`src/rtl/rv_ctl_pkg.sv`:
```
// Shared types and encodings for the multicycle RV32I control plane:
// FSM states, opcodes and the datapath mux select codes.
package rv_ctl_pkg;

  typedef enum logic [3:0] {
    FETCH     = 4'd0,
    DECODE    = 4'd1,
    MEM_ADDR  = 4'd2,
    LW_MEM    = 4'd3,
    LW_WB     = 4'd4,
    SW_MEM    = 4'd5,
    ALU_REG   = 4'd6,
    ALU_IMM   = 4'd7,
    ALU_WB    = 4'd8,
    BR_EXEC   = 4'd9,
    JAL_EXEC  = 4'd10,
    JALR_EXEC = 4'd11,
    LUI_WB    = 4'd12,
    TRAP      = 4'd13
  } state_t;

  localparam logic [6:0] OPC_LOAD   = 7'b0000011;
  localparam logic [6:0] OPC_STORE  = 7'b0100011;
  localparam logic [6:0] OPC_OP     = 7'b0110011;
  localparam logic [6:0] OPC_OP_IMM = 7'b0010011;
  localparam logic [6:0] OPC_BRANCH = 7'b1100011;
  localparam logic [6:0] OPC_JAL    = 7'b1101111;
  localparam logic [6:0] OPC_JALR   = 7'b1100111;
  localparam logic [6:0] OPC_LUI    = 7'b0110111;

  localparam logic [1:0] PC_INC    = 2'b00;
  localparam logic [1:0] PC_ALUOUT = 2'b01;
  localparam logic [1:0] PC_JALR   = 2'b10;

  localparam logic [1:0] WB_PC     = 2'b00;
  localparam logic [1:0] WB_ALUOUT = 2'b01;
  localparam logic [1:0] WB_MDR    = 2'b10;
  localparam logic [1:0] WB_IMM    = 2'b11;

  localparam logic [2:0] IMM_I = 3'b000;
  localparam logic [2:0] IMM_S = 3'b001;
  localparam logic [2:0] IMM_B = 3'b010;
  localparam logic [2:0] IMM_J = 3'b011;
  localparam logic [2:0] IMM_U = 3'b100;

  localparam logic [1:0] A_REG = 2'b00;
  localparam logic [1:0] A_PCC = 2'b01;
  localparam logic [1:0] A_PC  = 2'b10;

  localparam logic [1:0] B_REG    = 2'b00;
  localparam logic [1:0] B_IMM    = 2'b01;
  localparam logic [1:0] B_CONST4 = 2'b10;

  localparam logic [3:0] ALU_ADD = 4'b0000;
  localparam logic [3:0] ALU_SUB = 4'b0001;

  // States that own the memory port and therefore run the wait counter.
  function automatic logic is_mem_state(input state_t s);
    return (s == FETCH) || (s == LW_MEM) || (s == SW_MEM);
  endfunction

endpackage

```
`src/rtl/rv_br_cond.sv`:
```
// Branch condition decode: maps funct3 and ALU flags to taken/legal.
module rv_br_cond (
  input  logic [2:0] funct3,
  input  logic       zero,
  input  logic       lt,
  input  logic       ltu,
  output logic       take,
  output logic       legal
);

  always_comb begin
    take  = 1'b0;
    legal = 1'b1;
    case (funct3)
      3'b000:  take = zero;
      3'b001:  take = ~zero;
      3'b100:  take = lt;
      3'b101:  take = ~lt;
      3'b110:  take = ltu;
      3'b111:  take = ~ltu;
      default: legal = 1'b0;
    endcase
  end

endmodule

```
`src/rtl/rv_mc_ctl.sv`:
```
// Multicycle RV32I control FSM with memory handshake, wait-state timeout,
// illegal-instruction trap and retired-instruction pulse.
module rv_mc_ctl
  import rv_ctl_pkg::*;
#(
  parameter int MEM_TIMEOUT     = 15,
  parameter int TW              = 4,
  parameter bit TRAP_ON_ILLEGAL = 1'b1
) (
  input  logic        clk,
  input  logic        rst,
  input  logic [31:0] instr,
  input  logic        zero,
  input  logic        lt,
  input  logic        ltu,
  input  logic        mem_ready,
  output logic        mem_req,
  output logic        memrw,
  output logic [1:0]  pcsource,
  output logic        pcwrite,
  output logic        pccen,
  output logic        irwrite,
  output logic        mdrwrite,
  output logic [1:0]  wbsel,
  output logic        regwen,
  output logic [2:0]  immsel,
  output logic [1:0]  asel,
  output logic [1:0]  bsel,
  output logic [3:0]  alusel,
  output logic        illegal,
  output logic        timeout,
  output logic        instret,
  output logic [3:0]  state_o
);

  localparam bit            TIMEOUT_EN = (MEM_TIMEOUT != 0);
  localparam logic [TW-1:0] WAIT_LIMIT = TW'(MEM_TIMEOUT);

  state_t        state_reg, state_next;
  logic [TW-1:0] wait_cnt_reg, wait_cnt_next;
  logic          illegal_reg, illegal_next;
  logic          timeout_reg, timeout_next;

  logic [6:0] opcode;
  logic [2:0] funct3;
  logic       bit30;
  logic       br_take, br_legal;
  logic       wait_expired;
  logic       illegal_path;
  logic       unused_instr;

  assign opcode       = instr[6:0];
  assign funct3       = instr[14:12];
  assign bit30        = instr[30];
  assign unused_instr = ^{instr[31], instr[29:15], instr[11:7]};

  rv_br_cond u_br_cond (
    .funct3 (funct3),
    .zero   (zero),
    .lt     (lt),
    .ltu    (ltu),
    .take   (br_take),
    .legal  (br_legal)
  );

  // A ready arriving on the limit cycle still completes the access.
  assign wait_expired = TIMEOUT_EN && is_mem_state(state_reg) &&
                        !mem_ready && (wait_cnt_reg == WAIT_LIMIT);

  always_ff @(posedge clk or posedge rst) begin
    if (rst) begin
      state_reg    <= FETCH;
      wait_cnt_reg <= '0;
      illegal_reg  <= 1'b0;
      timeout_reg  <= 1'b0;
    end else begin
      state_reg    <= state_next;
      wait_cnt_reg <= wait_cnt_next;
      illegal_reg  <= illegal_next;
      timeout_reg  <= timeout_next;
    end
  end

  always_comb begin
    state_next   = state_reg;
    illegal_next = illegal_reg;
    timeout_next = timeout_reg;
    illegal_path = 1'b0;
    mem_req      = 1'b0;
    memrw        = 1'b0;
    pcsource     = PC_INC;
    pcwrite      = 1'b0;
    pccen        = 1'b0;
    irwrite      = 1'b0;
    mdrwrite     = 1'b0;
    wbsel        = WB_PC;
    regwen       = 1'b0;
    immsel       = IMM_I;
    asel         = A_REG;
    bsel         = B_REG;
    alusel       = ALU_ADD;
    instret      = 1'b0;

    case (state_reg)
      FETCH: begin
        mem_req = 1'b1;
        asel    = A_PC;
        bsel    = B_CONST4;
        if (mem_ready) begin
          irwrite    = 1'b1;
          pcwrite    = 1'b1;
          pccen      = 1'b1;
          state_next = DECODE;
        end else if (wait_expired) begin
          state_next   = TRAP;
          timeout_next = 1'b1;
        end
      end
      DECODE: begin
        // Speculative branch target into ALUOut while dispatching.
        asel   = A_PCC;
        bsel   = B_IMM;
        immsel = IMM_B;
        case (opcode)
          OPC_LOAD, OPC_STORE: state_next = MEM_ADDR;
          OPC_OP:              state_next = ALU_REG;
          OPC_OP_IMM:          state_next = ALU_IMM;
          OPC_BRANCH: begin
            if (br_legal) state_next = BR_EXEC;
            else          illegal_path = 1'b1;
          end
          OPC_JAL:             state_next = JAL_EXEC;
          OPC_JALR:            state_next = JALR_EXEC;
          OPC_LUI:             state_next = LUI_WB;
          default:             illegal_path = 1'b1;
        endcase
        if (illegal_path) begin
          if (TRAP_ON_ILLEGAL) begin
            state_next   = TRAP;
            illegal_next = 1'b1;
          end else begin
            state_next = FETCH;
          end
        end
      end
      MEM_ADDR: begin
        bsel = B_IMM;
        if (opcode == OPC_STORE) begin
          immsel     = IMM_S;
          state_next = SW_MEM;
        end else begin
          immsel     = IMM_I;
          state_next = LW_MEM;
        end
      end
      LW_MEM: begin
        mem_req  = 1'b1;
        mdrwrite = mem_ready;
        if (mem_ready) begin
          state_next = LW_WB;
        end else if (wait_expired) begin
          state_next   = TRAP;
          timeout_next = 1'b1;
        end
      end
      LW_WB: begin
        wbsel      = WB_MDR;
        regwen     = 1'b1;
        instret    = 1'b1;
        state_next = FETCH;
      end
      SW_MEM: begin
        mem_req = 1'b1;
        memrw   = 1'b1;
        if (mem_ready) begin
          instret    = 1'b1;
          state_next = FETCH;
        end else if (wait_expired) begin
          state_next   = TRAP;
          timeout_next = 1'b1;
        end
      end
      ALU_REG: begin
        alusel     = {funct3, bit30};
        state_next = ALU_WB;
      end
      ALU_IMM: begin
        // Only the shift-right group uses bit30 as an opcode bit; elsewhere it is immediate.
        bsel       = B_IMM;
        immsel     = IMM_I;
        alusel     = {funct3, (funct3 == 3'b101) ? bit30 : 1'b0};
        state_next = ALU_WB;
      end
      ALU_WB: begin
        wbsel      = WB_ALUOUT;
        regwen     = 1'b1;
        instret    = 1'b1;
        state_next = FETCH;
      end
      BR_EXEC: begin
        alusel     = ALU_SUB;
        pcsource   = PC_ALUOUT;
        pcwrite    = br_take;
        instret    = 1'b1;
        state_next = FETCH;
      end
      JAL_EXEC: begin
        immsel     = IMM_J;
        asel       = A_PCC;
        bsel       = B_IMM;
        pcsource   = PC_INC;
        pcwrite    = 1'b1;
        wbsel      = WB_PC;
        regwen     = 1'b1;
        instret    = 1'b1;
        state_next = FETCH;
      end
      JALR_EXEC: begin
        immsel     = IMM_I;
        asel       = A_REG;
        bsel       = B_IMM;
        pcsource   = PC_JALR;
        pcwrite    = 1'b1;
        wbsel      = WB_PC;
        regwen     = 1'b1;
        instret    = 1'b1;
        state_next = FETCH;
      end
      LUI_WB: begin
        immsel     = IMM_U;
        wbsel      = WB_IMM;
        regwen     = 1'b1;
        instret    = 1'b1;
        state_next = FETCH;
      end
      TRAP:    state_next = TRAP;
      default: state_next = FETCH;
    endcase

    // Count only while holding in a memory state; any departure clears it.
    if (is_mem_state(state_reg) && !mem_ready && (state_next == state_reg))
      wait_cnt_next = wait_cnt_reg + TW'(1);
    else
      wait_cnt_next = '0;
  end

  assign illegal = illegal_reg;
  assign timeout = timeout_reg;
  assign state_o = state_reg;

endmodule

```
`config.mk`:
```
export PLATFORM = sky130hd
export DESIGN_NAME = rv_mc_ctl
export DESIGN_NICKNAME = d
export VERILOG_FILES = /design/src/rtl/rv_ctl_pkg.sv /design/src/rtl/rv_br_cond.sv /design/src/rtl/rv_mc_ctl.sv
export SDC_FILE = /design/constraint.sdc
export NUM_CORES = 1
export LEC_CHECK = 0
export CAP_MARGIN = 20
export CORE_MARGIN = 10
export CORE_UTILIZATION = 36
export CTS_CLUSTER_SIZE = 12
export DETAILED_ROUTE_END_ITERATION = 8
export PLACE_DENSITY_LB_ADDON = 0.15
export SETUP_SLACK_MARGIN = 0.05
export SLEW_MARGIN = 20
export SYNTH_ARGS = -nofsm -noshare
export SYNTH_HDL_FRONTEND = slang
export SYNTH_HIERARCHICAL = 1
export SYNTH_SLANG_ARGS = --single-unit
```
`constraint.sdc`:
```
create_clock -name clk -period 1.9 [get_ports clk]
set_input_delay 0.285 -clock clk [delete_from_list [all_inputs] [get_ports clk]]
set_output_delay 0.285 -clock clk [all_outputs]
set_load 0.01 [all_outputs]
```
After elaboration in Yosys (flattened, before gate mapping). Cells that the tools add are included.

Output and inout bits: 29. Flip-flop bits (word level): 10.

Multiplexer cells: 31. Add/subtract/negate cells: 1. Bitwise gates (word level): 4. Reduce and logical (&&, ||, !) cells: 20. Eq/ne operators: 28.

Operators with widths (count): 4-bit one-hot mux with 7 select lines (2); 4-bit == test (second input constant) (7); 4-bit 2-to-1 mux (7); 7-bit by 6-bit == test with 1-bit output (second input constant) (3); 7-bit == test (second input constant) (3); 4-bit by 3-bit == test with 1-bit output (second input constant) (4); 3-bit == test (second input constant) (4); 2-bit one-hot mux with 2 select lines (3); 3-bit one-hot mux with 4 select lines (1); 4-bit one-hot mux with 3 select lines (1); 6-bit OR reduction (2); 1-bit 2-to-1 mux (11); 5-bit OR reduction (2); 4-bit by 2-bit == test with 1-bit output (second input constant) (2); 2-bit OR reduction (4); 7-bit by 2-bit == test with 1-bit output (second input constant) (1); 7-bit by 5-bit == test with 1-bit output (second input constant) (1); 7-bit OR reduction (1); 1-bit one-hot mux with 6 select lines (1); 2-bit one-hot mux with 3 select lines (1); 4-bit by 1-bit adder with 4-bit output (second input constant) (1); 4-bit by 1-bit == test with 1-bit output (second input constant) (1); 4-bit == test (1); 4-bit logical NOT (1); 12 further kinds (19).

Logic depth before layout (Yosys ltp).
Depth in word-level cells: 11. Gate-level depth with buffers: 7. Mapped depth without buffers: 7.

Modules after synthesis. Netlist, hierarchy kept.

By module, submodules not included: rv_mc_ctl (instances 1, area each 972.2 µm², cells an instance 139, seq. area each 250.2 µm²); rv_br_cond (instances 1, area each 52.6 µm², cells an instance 7, seq. area each 0.0 µm²).

Worst setup path after synthesis. Ideal clock, no wire load.

Path kind: flip-flop to output port. Start point: register state_reg[0] (netlist: state_o[0]). End point: output pccen. Buffers on the path: 4. Stages on the path, launching flop included: 7. Path slack: 0.195 ns. Data arrival time: 1.420 ns. Path through: dfrtp_1 clkbuf_1 buf_2 buf_2 nor2_1 and3_1 buf_4.

Word-level cells in the longest chain between the ends: 2.

RTL lines: start: declaration (RTL line rv_mc_ctl.sv:39) `state_t state_reg, state_next;`; start signal: assignment (RTL line rv_mc_ctl.sv:77) `state_reg <= state_next;`; 4-bit logical NOT; 1-bit 2-to-1 mux; end: declaration (RTL line rv_mc_ctl.sv:21) `output logic pccen,`.

Every way passes these cells.

Final worst setup path.
Start point: input lt. End point: output pcwrite.

Word-level cells in the longest chain between the ends: 3.

RTL lines: start: declaration (RTL line rv_mc_ctl.sv:14) `input logic lt,`; 1-bit NOT (RTL line rv_br_cond.sv:18) `3'b101: take = ~lt;`; 1-bit one-hot mux with 6 select lines (*) (RTL line rv_br_cond.sv:14) `case (funct3)`; net br_take (RTL line rv_mc_ctl.sv:47) `logic br_take, br_legal;`; 1-bit one-hot mux with 3 select lines (*) (RTL line rv_mc_ctl.sv:104) `case (state_reg)`; end: declaration (RTL line rv_mc_ctl.sv:20) `output logic pcwrite,`.

The timed path passes the listed nets; every way through them passes the cells marked *.

==> impl_metrics.yaml <==
timing:
  setup_ws_ps: -1.436
  slew_headroom: 0.7222
  fmax_ghz: 0.5259
  final.period_utilization: 1.001
  period_needed_ps: 1901
  finalClockSkew_ps: 8.699
  rsz0062_at_grt: "yes"
  worstMarginPinSlew_ps: 411.1
  hold_violations: 0
  setup_viol: 1
  drv_slew: 0
detailed_routing:
  remaining_drc_errors: 0
  via_per_inst: 5.374
  firstDrtPassIters: 4
  num_vias: 1408
  wl_per_cell_um: 15.11
  ant_nets: 0
  drt_iter0_markers: 77
  routed_wl_um: 3959
floorplanning:
  pin_count: 67
  coreArea_um2: 2734
  fp-row-count: 19
  dieArea_um2: 5380
  die_x_um: 73.35
  start_util: 0.3748
  die_y_um: 73.35
clock_tree:
  ctsHoldBuffers: 0
  path_clk_slew_ps: 80
  clockRootBuffer: "clkbuf_4"
  clock_path_buffers: 2
  h-tree-depth: 1
  cts_made_buffers: 3
  cts_sinks: 10
  clk_latency_ps: 270
  cts_tree: "yes"
grt:
  grt_pass1_vias: 1447
  grt_pass1_wl_um: 6465
  grt_max_degree: 11
  antenna_found_initial: 0
  grt.total_usage: 0.1417
  overflow: 0
power:
  finalPower_mw: 2.084
  seqPwrFrac: 0.164
  power.leakage_nw: 0.9704
  p_sw_frac: 0.4337
  internal_power_mw: 1.180
  comb_power_share: 0.742
  p_sw_mw: 0.9041
  pwr-share-clk: 0.094
  power.density_nw_per_um2: 1105
  ir_drop_mv: 0.6934
synthesis:
  synthCells: 146
  synthAdderAreaFrac: 0.01221
  synth_area_um2: 1025
  synth_warnings: 6
  synthFlopType: "dfrtp_1"
  synth_area_per_cell_um2: 7.019
  synthDistinctLibCells: 41
  synth_top_family_by_area: "simple AND/OR/NAND/NOR gates"
  synth_edf_count: 0
  synthSimpleGateAreaFrac: 0.4139
  async_reset_ff_frac: 1.000
  synthMuxAreaShare: 0.009768
  synth_compound_area_frac: 0.2002
  postSynthNetCount: 185
  synthXorXnorAreaFrac: 0.05983
  synth-seq-area-share: 0.2442
  ys_ff_latch: 10
critical_path:
  endpoint_kind: "primary output"
  startpoint_type: "input pin"
  worstPathCellList: "clkdlybuf4s50_1 > xor2_1 > mux2i_1 > o21ai_1 > a21oi_1 > nor2_1 > a21oi_1 > nor2_1 > clkbuf_2"
  critical_path_required_ps: 1620
  setup.worst_path.class: "in2out"
  critPathTopFamily: "buffers and inverters"
  critical_path.max_stage_delay_ps: 480
  arrival_ps: 1620
  critical-path-slowest-cell: "clkdlybuf4s50_1"
  cp_max_fo: 1
  path_buf_inv: 2
layout:
  syn_to_final_growth_pct: 84.01
  final_area_um2: 1886
  layout.nets: 271
  layout-drive-gt1-share: 0.3550
  antennaDiodeCount: 0
status:
  violations: "negative setup slack"
  outcome: "finished, violations left"
placement:
  dp_hpwl_um: 3067
  io_buffers: 45
  pre_cts_ws_ps: -524.1
  place_area_um2: 1734
  globalplace.congestion: 0.8232
job:
  maxCapViolCount: 0
worst_hold_path:
  worstHoldPathType: "in2async"
cell usage after synthesis, types with 2 or more instances:
cell	n	area, µm²
a211oi_1	2	15.01
a21oi_1	10	50.05
a31oi_1	3	18.77
and3_1	6	37.54
buf_2	4	20.02
clkbuf_1	3	11.26
dfrtp_1	10	250.2
inv_1	5	18.77
nand2_1	10	37.54
nand2b_1	6	37.54
nand3_1	8	40.04
nand4_1	2	12.51
nor2_1	20	75.07
nor2b_1	6	37.54
nor3_1	9	45.04
nor4bb_1	2	20.02
o21ai_0	8	40.04
or2_2	2	12.51
or3_1	2	12.51
or4_1	2	15.01
xor2_1	6	52.55
power groups by stage:
stage               clock (mW)  combinational, mW  sequential [mW]
CTS                      0.198               1.43            0.337
floorplan                    0              0.665            0.311
global placement             0               1.38            0.348
finish                   0.196               1.55            0.342
detailed placement           0               1.39            0.350
global route             0.216               1.69            0.350
worst register-to-register path, stage by stage (launching register included):
cell and delay (ps):
dfrtp_1 400, ha_1 240, and3_1 190, nor2_1 140
o32ai_1 120, or4_1 520
worst paths after layout:
check / startpoint / end / slack (ps) / cells past startpoint
worst min register to register: wait_cnt_reg[0]$_DFF_PP0_ / wait_cnt_reg[0]$_DFF_PP0_ / 460 / 1
max in group asynchronous: rst / state_o[2]$_DFF_PP0_ / 1310 / 2
worst min-delay path: rst / illegal$_DFFE_PP0P_ / 280 / 2
worst max-delay path: lt / pcwrite / -1 / 9
worst max register to register: wait_cnt_reg[0]$_DFF_PP0_ / state_o[2]$_DFF_PP0_ / 170 / 5
min in group clk: wait_cnt_reg[0]$_DFF_PP0_ / wait_cnt_reg[0]$_DFF_PP0_ / 460 / 1
what timing repair did:
item                       CTS  global route
buffers inserted             9             2
resized for setup           41            44
pin swaps                    1             3
setup endpoints to repair   25            21
routing by layer:
metal  part of all wire  track usage  up-vias
met5                  0            0        -
met4              0.010      0.03520        0
met3              0.058      0.04038        6
met2               0.53       0.2617       39
met1               0.40       0.1535      669
li1                   -            -      694
cell type report:
class / count / area, µm²
inverter: 5 / 18.77
multi-input combinational: 122 / 785.8
timing repair buffer: 90 / 750.7
fill: 219 / 848.3
clock buffer: 4 / 36.28
tap: 31 / 38.79
sequential: 10 / 255.2
placed cells by master (no fill, tap or decap), types with 3 or more instances in the layout:
cell type,instances
a31oi_1,3
inv_1,3
nor2_4,3
clkbuf_2,10
dlymetal6s2s_1,5
o21ai_0,7
nand2_1,10
clkbuf_4,3
clkdlybuf4s50_1,19
nand3_1,8
clkdlybuf4s15_1,4
nor2_1,16
dlygate4sd2_1,5
nor3_1,8
buf_4,43
nand2b_1,6
dfrtp_1,6
dfrtp_2,4
xor2_1,6
a21oi_1,9
and3_1,6
logic make-up after synthesis:
| kind of cell | count (synthesis) |
|---|---|
| and+or+nand+nor | 80 |
| AOI/OAI and AO/OA | 33 |
| buffers and inverters | 14 |
| DFF | 10 |
| xor gates and xnor gates | 7 |
| muxes | 1 |
| adders and majority gates | 1 |
stage by stage:
step | utilization | TNS, ps | cells | hold slack [ps]
after floorplan | - | 0 | 146 | 125.2
after global placement | 0.6343 | -1670 | 248 | 445.8
after detailed placement | 0.6343 | -1958 | 248 | 453.0
after CTS | 0.6723 | -343.0 | 261 | 298.2
after global routing | 0.6897 | -124.3 | 262 | 320.1
final | 0.6897 | -1.436 | 262 | 281.0
(Power assumes the default switching activity.)
